[src/rtl/kitchen_curtain_v5.sv]
// Kitchen curtain stepper controller: synchronised inputs, debounced push-button,
// gas/auto/manual target selection, and a three-state FSM driving a one-hot 4-phase stepper.
module kitchen_curtain_v5 #(
  parameter int STEP_DIV        = 1,
  parameter int DEBOUNCE_CYCLES = 2
) (
  input  logic CLK_IN,
  input  logic RST_N_IN,
  input  logic PB_IN,
  input  logic SW_MODE_IN,
  input  logic ESP_IN,
  input  logic Gas_SS,
  input  logic IR3_IN,
  input  logic IR4_IN,
  output logic BD1,
  output logic BD2,
  output logic BD3,
  output logic BD4
);

  localparam logic [1:0] ST_IDLE    = 2'd0;
  localparam logic [1:0] ST_OPENING = 2'd1;
  localparam logic [1:0] ST_CLOSING = 2'd2;

  localparam int DBW = (DEBOUNCE_CYCLES > 1) ? $clog2(DEBOUNCE_CYCLES) : 1;
  localparam int PW  = (STEP_DIV > 1) ? $clog2(STEP_DIV) : 1;
  localparam logic [DBW-1:0] DB_LAST    = DBW'(DEBOUNCE_CYCLES - 1);
  localparam logic [PW-1:0]  PRESC_LAST = PW'(STEP_DIV - 1);

  // Limit sensors idle high (not reached), so their stages reset to 1.
  localparam logic [5:0] SYNC_RST = 6'b110000;

  logic [5:0] sync1, sync2;
  logic       pb_s, mode_s, esp_s, gas_s, open_lim, closed_lim;

  logic [DBW-1:0] db_cnt;
  logic           pb_db, pb_db_q, press;

  logic [1:0]    rdy;
  logic          tgt, tgt_nxt;
  logic [1:0]    state, state_nxt;
  logic [PW-1:0] presc, presc_nxt;
  logic [1:0]    ph, ph_nxt;
  logic [3:0]    bd, bd_nxt;
  logic          moving, tick, step;

  // NOTE: sequential state uses non-blocking assignments so every flop samples pre-edge values.
  always_ff @(posedge CLK_IN or negedge RST_N_IN) begin
    if (!RST_N_IN) begin
      sync1 <= SYNC_RST;
      sync2 <= SYNC_RST;
    end else begin
      sync1 <= {IR4_IN, IR3_IN, Gas_SS, ESP_IN, SW_MODE_IN, PB_IN};
      sync2 <= sync1;
    end
  end

  assign pb_s       = sync2[0];
  assign mode_s     = sync2[1];
  assign esp_s      = sync2[2];
  assign gas_s      = sync2[3];
  assign open_lim   = ~sync2[4];
  assign closed_lim = ~sync2[5];

  // Debounce: accept a new level only after it has differed for DEBOUNCE_CYCLES cycles in a row.
  always_ff @(posedge CLK_IN or negedge RST_N_IN) begin
    if (!RST_N_IN) begin
      db_cnt  <= '0;
      pb_db   <= 1'b0;
      pb_db_q <= 1'b0;
    end else begin
      pb_db_q <= pb_db;
      if (pb_s != pb_db) begin
        if (db_cnt == DB_LAST) begin
          pb_db  <= pb_s;
          db_cnt <= '0;
        end else begin
          db_cnt <= db_cnt + DBW'(1);
        end
      end else begin
        db_cnt <= '0;
      end
    end
  end

  assign press = pb_db & ~pb_db_q;

  // NOTE: every always_comb output gets a default first so no latch can be inferred.
  always_comb begin
    tgt_nxt = tgt;
    if (gas_s)      tgt_nxt = 1'b1;
    else if (mode_s) tgt_nxt = esp_s;
    else if (press) tgt_nxt = ~tgt;
  end

  // Motion is held off until the synchronisers carry real sensor samples after reset.
  always_comb begin
    state_nxt = ST_IDLE;
    if (rdy[1] && !(open_lim && closed_lim)) begin
      if (tgt_nxt) state_nxt = open_lim   ? ST_IDLE : ST_OPENING;
      else         state_nxt = closed_lim ? ST_IDLE : ST_CLOSING;
    end
  end

  assign moving = (state != ST_IDLE);
  assign tick   = moving && (presc == PRESC_LAST);
  // Steps happen only while direction is unchanged; starts, stops and reversals keep ph.
  assign step   = tick && (state_nxt == state);

  always_comb begin
    presc_nxt = '0;
    ph_nxt    = ph;
    bd_nxt    = 4'b0000;
    if (moving && (state_nxt == state) && !tick) presc_nxt = presc + PW'(1);
    if (step) ph_nxt = (state == ST_OPENING) ? ph + 2'd1 : ph - 2'd1;
    if (state_nxt != ST_IDLE) bd_nxt = 4'b0001 << ph_nxt;
  end

  always_ff @(posedge CLK_IN or negedge RST_N_IN) begin
    if (!RST_N_IN) begin
      rdy   <= 2'b00;
      tgt   <= 1'b0;
      state <= ST_IDLE;
      presc <= '0;
      ph    <= 2'd0;
      bd    <= 4'b0000;
    end else begin
      rdy   <= {rdy[0], 1'b1};
      tgt   <= tgt_nxt;
      state <= state_nxt;
      presc <= presc_nxt;
      ph    <= ph_nxt;
      bd    <= bd_nxt;
    end
  end

  assign BD1 = bd[0];
  assign BD2 = bd[1];
  assign BD3 = bd[2];
  assign BD4 = bd[3];

endmodule

[config.mk]
export PLATFORM = sky130hd
export DESIGN_NAME = kitchen_curtain_v5
export DESIGN_NICKNAME = d
export VERILOG_FILES = /design/src/rtl/kitchen_curtain_v5.sv
export SDC_FILE = /design/constraint.sdc
export NUM_CORES = 1
export LEC_CHECK = 0
export ABC_CLOCK_PERIOD_IN_PS = 2300
export CAP_MARGIN = 20
export CORE_MARGIN = 4
export CORE_UTILIZATION = 45
export CTS_CLUSTER_DIAMETER = 30
export DETAILED_ROUTE_END_ITERATION = 10
export PLACE_DENSITY_LB_ADDON = 0.1
export RECOVER_POWER = 25
export SYNTH_ARGS = -nofsm -noshare
export SYNTH_HDL_FRONTEND = slang
export SYNTH_SLANG_ARGS = --single-unit
[constraint.sdc]
create_clock -name CLK_IN -period 2.3 [get_ports CLK_IN]
set_clock_uncertainty 0.1 [all_clocks]
set_input_delay 0.46 -clock CLK_IN [delete_from_list [all_inputs] [get_ports CLK_IN]]
set_output_delay 0.46 -clock CLK_IN [all_outputs]
set_load 0.005 [all_outputs]
==> flow_summary.ini <==
[run_status]
outcome = complete, no violations

[yosys]
avgSynthCellArea_sq_um = 13.3
yosysUniqueCellTypes = 33
postSynthCellCount = 77
synth_fa_ha_area_share_pct = 0
synthMuxAreaShare_pct = 1.10
yosysTopAreaCell = dfrtp_1
synth-xor-area-share_pct = 5.97
yosys.area_share.simple_pct = 14.6
yosysSeqAreaShare_pct = 66.3
synth_compound_area_share_pct = 9.14
synth_area_leaders = dfrtp_1 56%, dfstp_2 10%, xnor2_1 4.3%, nor2_1 2.2%, nand4b_1 1.7%
synth.net_count = 85
ys_ff_latch = 27
synth_area_sq_um = 1030
synth_top_area_share_pct = 56.0
synth_top_family_by_area = simple AND/OR/NAND/NOR gates
ys_warn_count = 0

[drt]
ant_nets = 0
highest_layer = met4
drt_iter0_markers = 4
dr.pass1.iters = 4
dr_wl_met2_um = 610
wl_met3_um = 67
wl_per_cell_um = 11.6
wl_um = 1370
viasPerCell = 4.83
routed-via-count = 570
drc = 0
met1_length_um = 669

[grt]
grt_max_degree = 28
antenna_found_initial = 0
grt_use_total_pct = 10.0
grt_pass1_vias = 550
grt_pass1_wl_um = 2420
globalRoute.totalOverflow = 0

[floorplanning]
dieArea_sq_um = 3110
io_pins = 12
die_h_um = 55.8
rows = 17
die_x_um = 55.8
start_util_pct = 46.9
core_area_sq_um = 2190

[finish]
layout.nets = 99
drive_above_1_share_pct = 16.7
utilization_pct = 54.2
area_delta_synth_final_pct = 15.6
antennaDiodeCount = 0

[clocking]
cts_setup_buffers = 0
cts.path.max_buffers = 2
ctsHoldBuffers = 0
ctsResizeCount = 0
htreeDepth = 1
clk-insertion-delay-late_ns = 0.31
clk_pin_slew_worst_paths_ns = 0.13
cts_tree = built
numCtsBuffers = 3
cts_root_buffer = clkbuf_4
clock-sinks = 27

[critical_path]
crit_slowest_cell = dfrtp_1
required_ns = 2.45
worstReg2RegEnd = bd[0]$_DFF_PN0_
reg2reg_from = pb_db$_DFFE_PN0P_
r2r_cells = 5
cp_max_fo = 7
critical_path_buf_inv_count = 0
rrSetupSlack_ns = 0.41
start_kind = flop
crit_type = flop to flop
cp_top_family = simple AND/OR/NAND/NOR gates
slowest_delay_ns = 0.45
path_cells = and2b_2, xnor2_1, a21boi_1, or4_4, a21oi_2
cp.arrival_ns = 2.05
end_kind = flop

[timing]
rsz0062_at_grt = false
setup_slack_ns = 0.406
setup_violations = 0
hold_violations = 0
slew_viol_final = 0
min_period_ns = 1.89
period_share_pct = 82.4
hold_ws_ns = 0.265
finalSetupTns_ns = 0
max_freq_ghz = 0.528

[pwr]
power_frac_seq_pct = 59.4
powerDensity_nw_per_um2 = 888
p_clk_share_pct = 18.3
swShare_pct = 28.0
comb_power_share_pct = 22.3
leakagePower_uw = 0.000481
power.internal_uw = 759
switchingPower_uw = 295
ir_drop_mv = 0.527

[placed_design]
io_buffer_count = 11
gp_congestion = 0.785
dp_hpwl_um = 990
dpl_worst_slack_ns = 0.434

[min_path]
holdPathStages = 0
min_from = sync1[4]$_DFF_PN1_
hp-class = flop to flop
min_to = sync2[4]$_DFF_PN1_

[job]
drv_cap = 0
-- area by class of cell --
type,count,area (sq um)
Tap cell,28,35.0
Inverter,1,3.75
Multi-Input combinational cell,46,324
Clock buffer,4,26.3
Timing Repair Buffer,12,118
Fill cell,184,1000
Sequential cell,27,681
-- metrics by stage --
step / cells / cell area [sq um] / power, uW
after floorplan: 77 / 1030 / 805
after global placement: 114 / 1160 / 870
after detailed placement: 114 / 1160 / 874
after CTS: 118 / 1190 / 1070
after global routing: 118 / 1190 / 1130
final: 118 / 1190 / 1050
-- sequential cells by signal, summed over array words and instances, names as in the netlist --
register,count
db_cnt,1
state,2
tgt,1
pb_db_q,1
pb_db,1
presc,1
ph,2
rdy,2
sync1,6
bd,4
sync2,6
-- synthesized netlist by cell type --
| cell | number |
|---|---|
| o211ai_1 | 2 |
| a21bo_2 | 1 |
| nand2b_1 | 1 |
| buf_6 | 1 |
| nor2_1 | 6 |
| and2_4 | 1 |
| dfstp_2 | 4 |
| a211oi_1 | 1 |
| nor4b_1 | 1 |
| nand3b_1 | 1 |
| or2b_1 | 1 |
| o21ai_1 | 3 |
| conb_1 | 2 |
| a21boi_1 | 1 |
| inv_1 | 1 |
| o221ai_2 | 1 |
| mux2_2 | 1 |
| a21oi_2 | 1 |
| or2_1 | 1 |
| nand2_1 | 2 |
| nand4bb_1 | 1 |
| xor2_1 | 2 |
| nand4_1 | 1 |
| a21oi_1 | 3 |
| nor4_1 | 1 |
| nor2b_1 | 1 |
| or4_4 | 1 |
| nand4b_1 | 2 |
| dfrtp_1 | 23 |
| xnor2_1 | 5 |
| clkbuf_1 | 2 |
| nor3b_1 | 1 |
| and2b_2 | 1 |
-- per-layer routing --
| metal | up-vias | global-route usage (%) |
|---|---|---|
| met5 | - | 0 |
| met4 | 0 | 6.25 |
| met3 | 2 | 3.02 |
| met2 | 9 | 14.7 |
| met1 | 272 | 12.9 |
| li1 | 287 | - |
-- worst max-delay path by stage --
stage | start | to | slack (ns) | cells past startpoint
final | pb_db$_DFFE_PN0P_ | bd[0]$_DFF_PN0_ | 0.41 | 5
after global routing | sync2[4]$_DFF_PN1_ | bd[2]$_DFF_PN0_ | 0.20 | 5
after CTS | pb_db$_DFFE_PN0P_ | bd[0]$_DFF_PN0_ | 0.40 | 5
after detailed placement | pb_db$_DFFE_PN0P_ | bd[0]$_DFF_PN0_ | 0.43 | 5
after global placement | pb_db$_DFFE_PN0P_ | bd[0]$_DFF_PN0_ | 0.45 | 5
after floorplan | pb_db$_DFFE_PN0P_ | bd[0]$_DFF_PN0_ | 0.60 | 5
-- layout by cell type (no fill, tap or decap), types with 2 or more instances in the layout --
cell | synthesis | routed
nor2_1 | 6 | 6
o21ai_1 | 3 | 3
clkdlybuf4s50_1 | 0 | 5
nand2_1 | 2 | 2
o211ai_1 | 2 | 2
a21oi_1 | 3 | 3
xnor2_1 | 5 | 5
dlygate4sd3_1 | 0 | 6
dfstp_2 | 4 | 4
dfrtp_1 | 23 | 23
conb_1 | 2 | 2
xor2_1 | 2 | 2
clkbuf_4 | 0 | 3
nand4b_1 | 2 | 2
-- worst reg2reg max path, stage by stage (launching register included) --
cell and delay, ns:
dfrtp_1 0.45, and2b_2 0.24, xnor2_1 0.26, a21boi_1 0.22
or4_4 0.45, a21oi_2 0.12
-- power by group through the flow --
| stage | clock, uW | sequential (uW) | combinational (uW) |
|---|---|---|---|
| global route | 222 | 639 | 265 |
| CTS | 203 | 626 | 241 |
| global placement | 0 | 634 | 236 |
| detailed placement | 0 | 636 | 238 |
| floorplan | 0 | 588 | 216 |
| finish | 193 | 626 | 235 |
-- kinds of logic after synthesis --
| family | count (synthesis) |
|---|---|
| xor+xnor | 7 |
| mux | 1 |
| buf+inv | 4 |
| compound gates | 13 |
| flops | 27 |
| simple gates | 23 |
| other cells | 2 |
(Power assumes the default switching activity.)
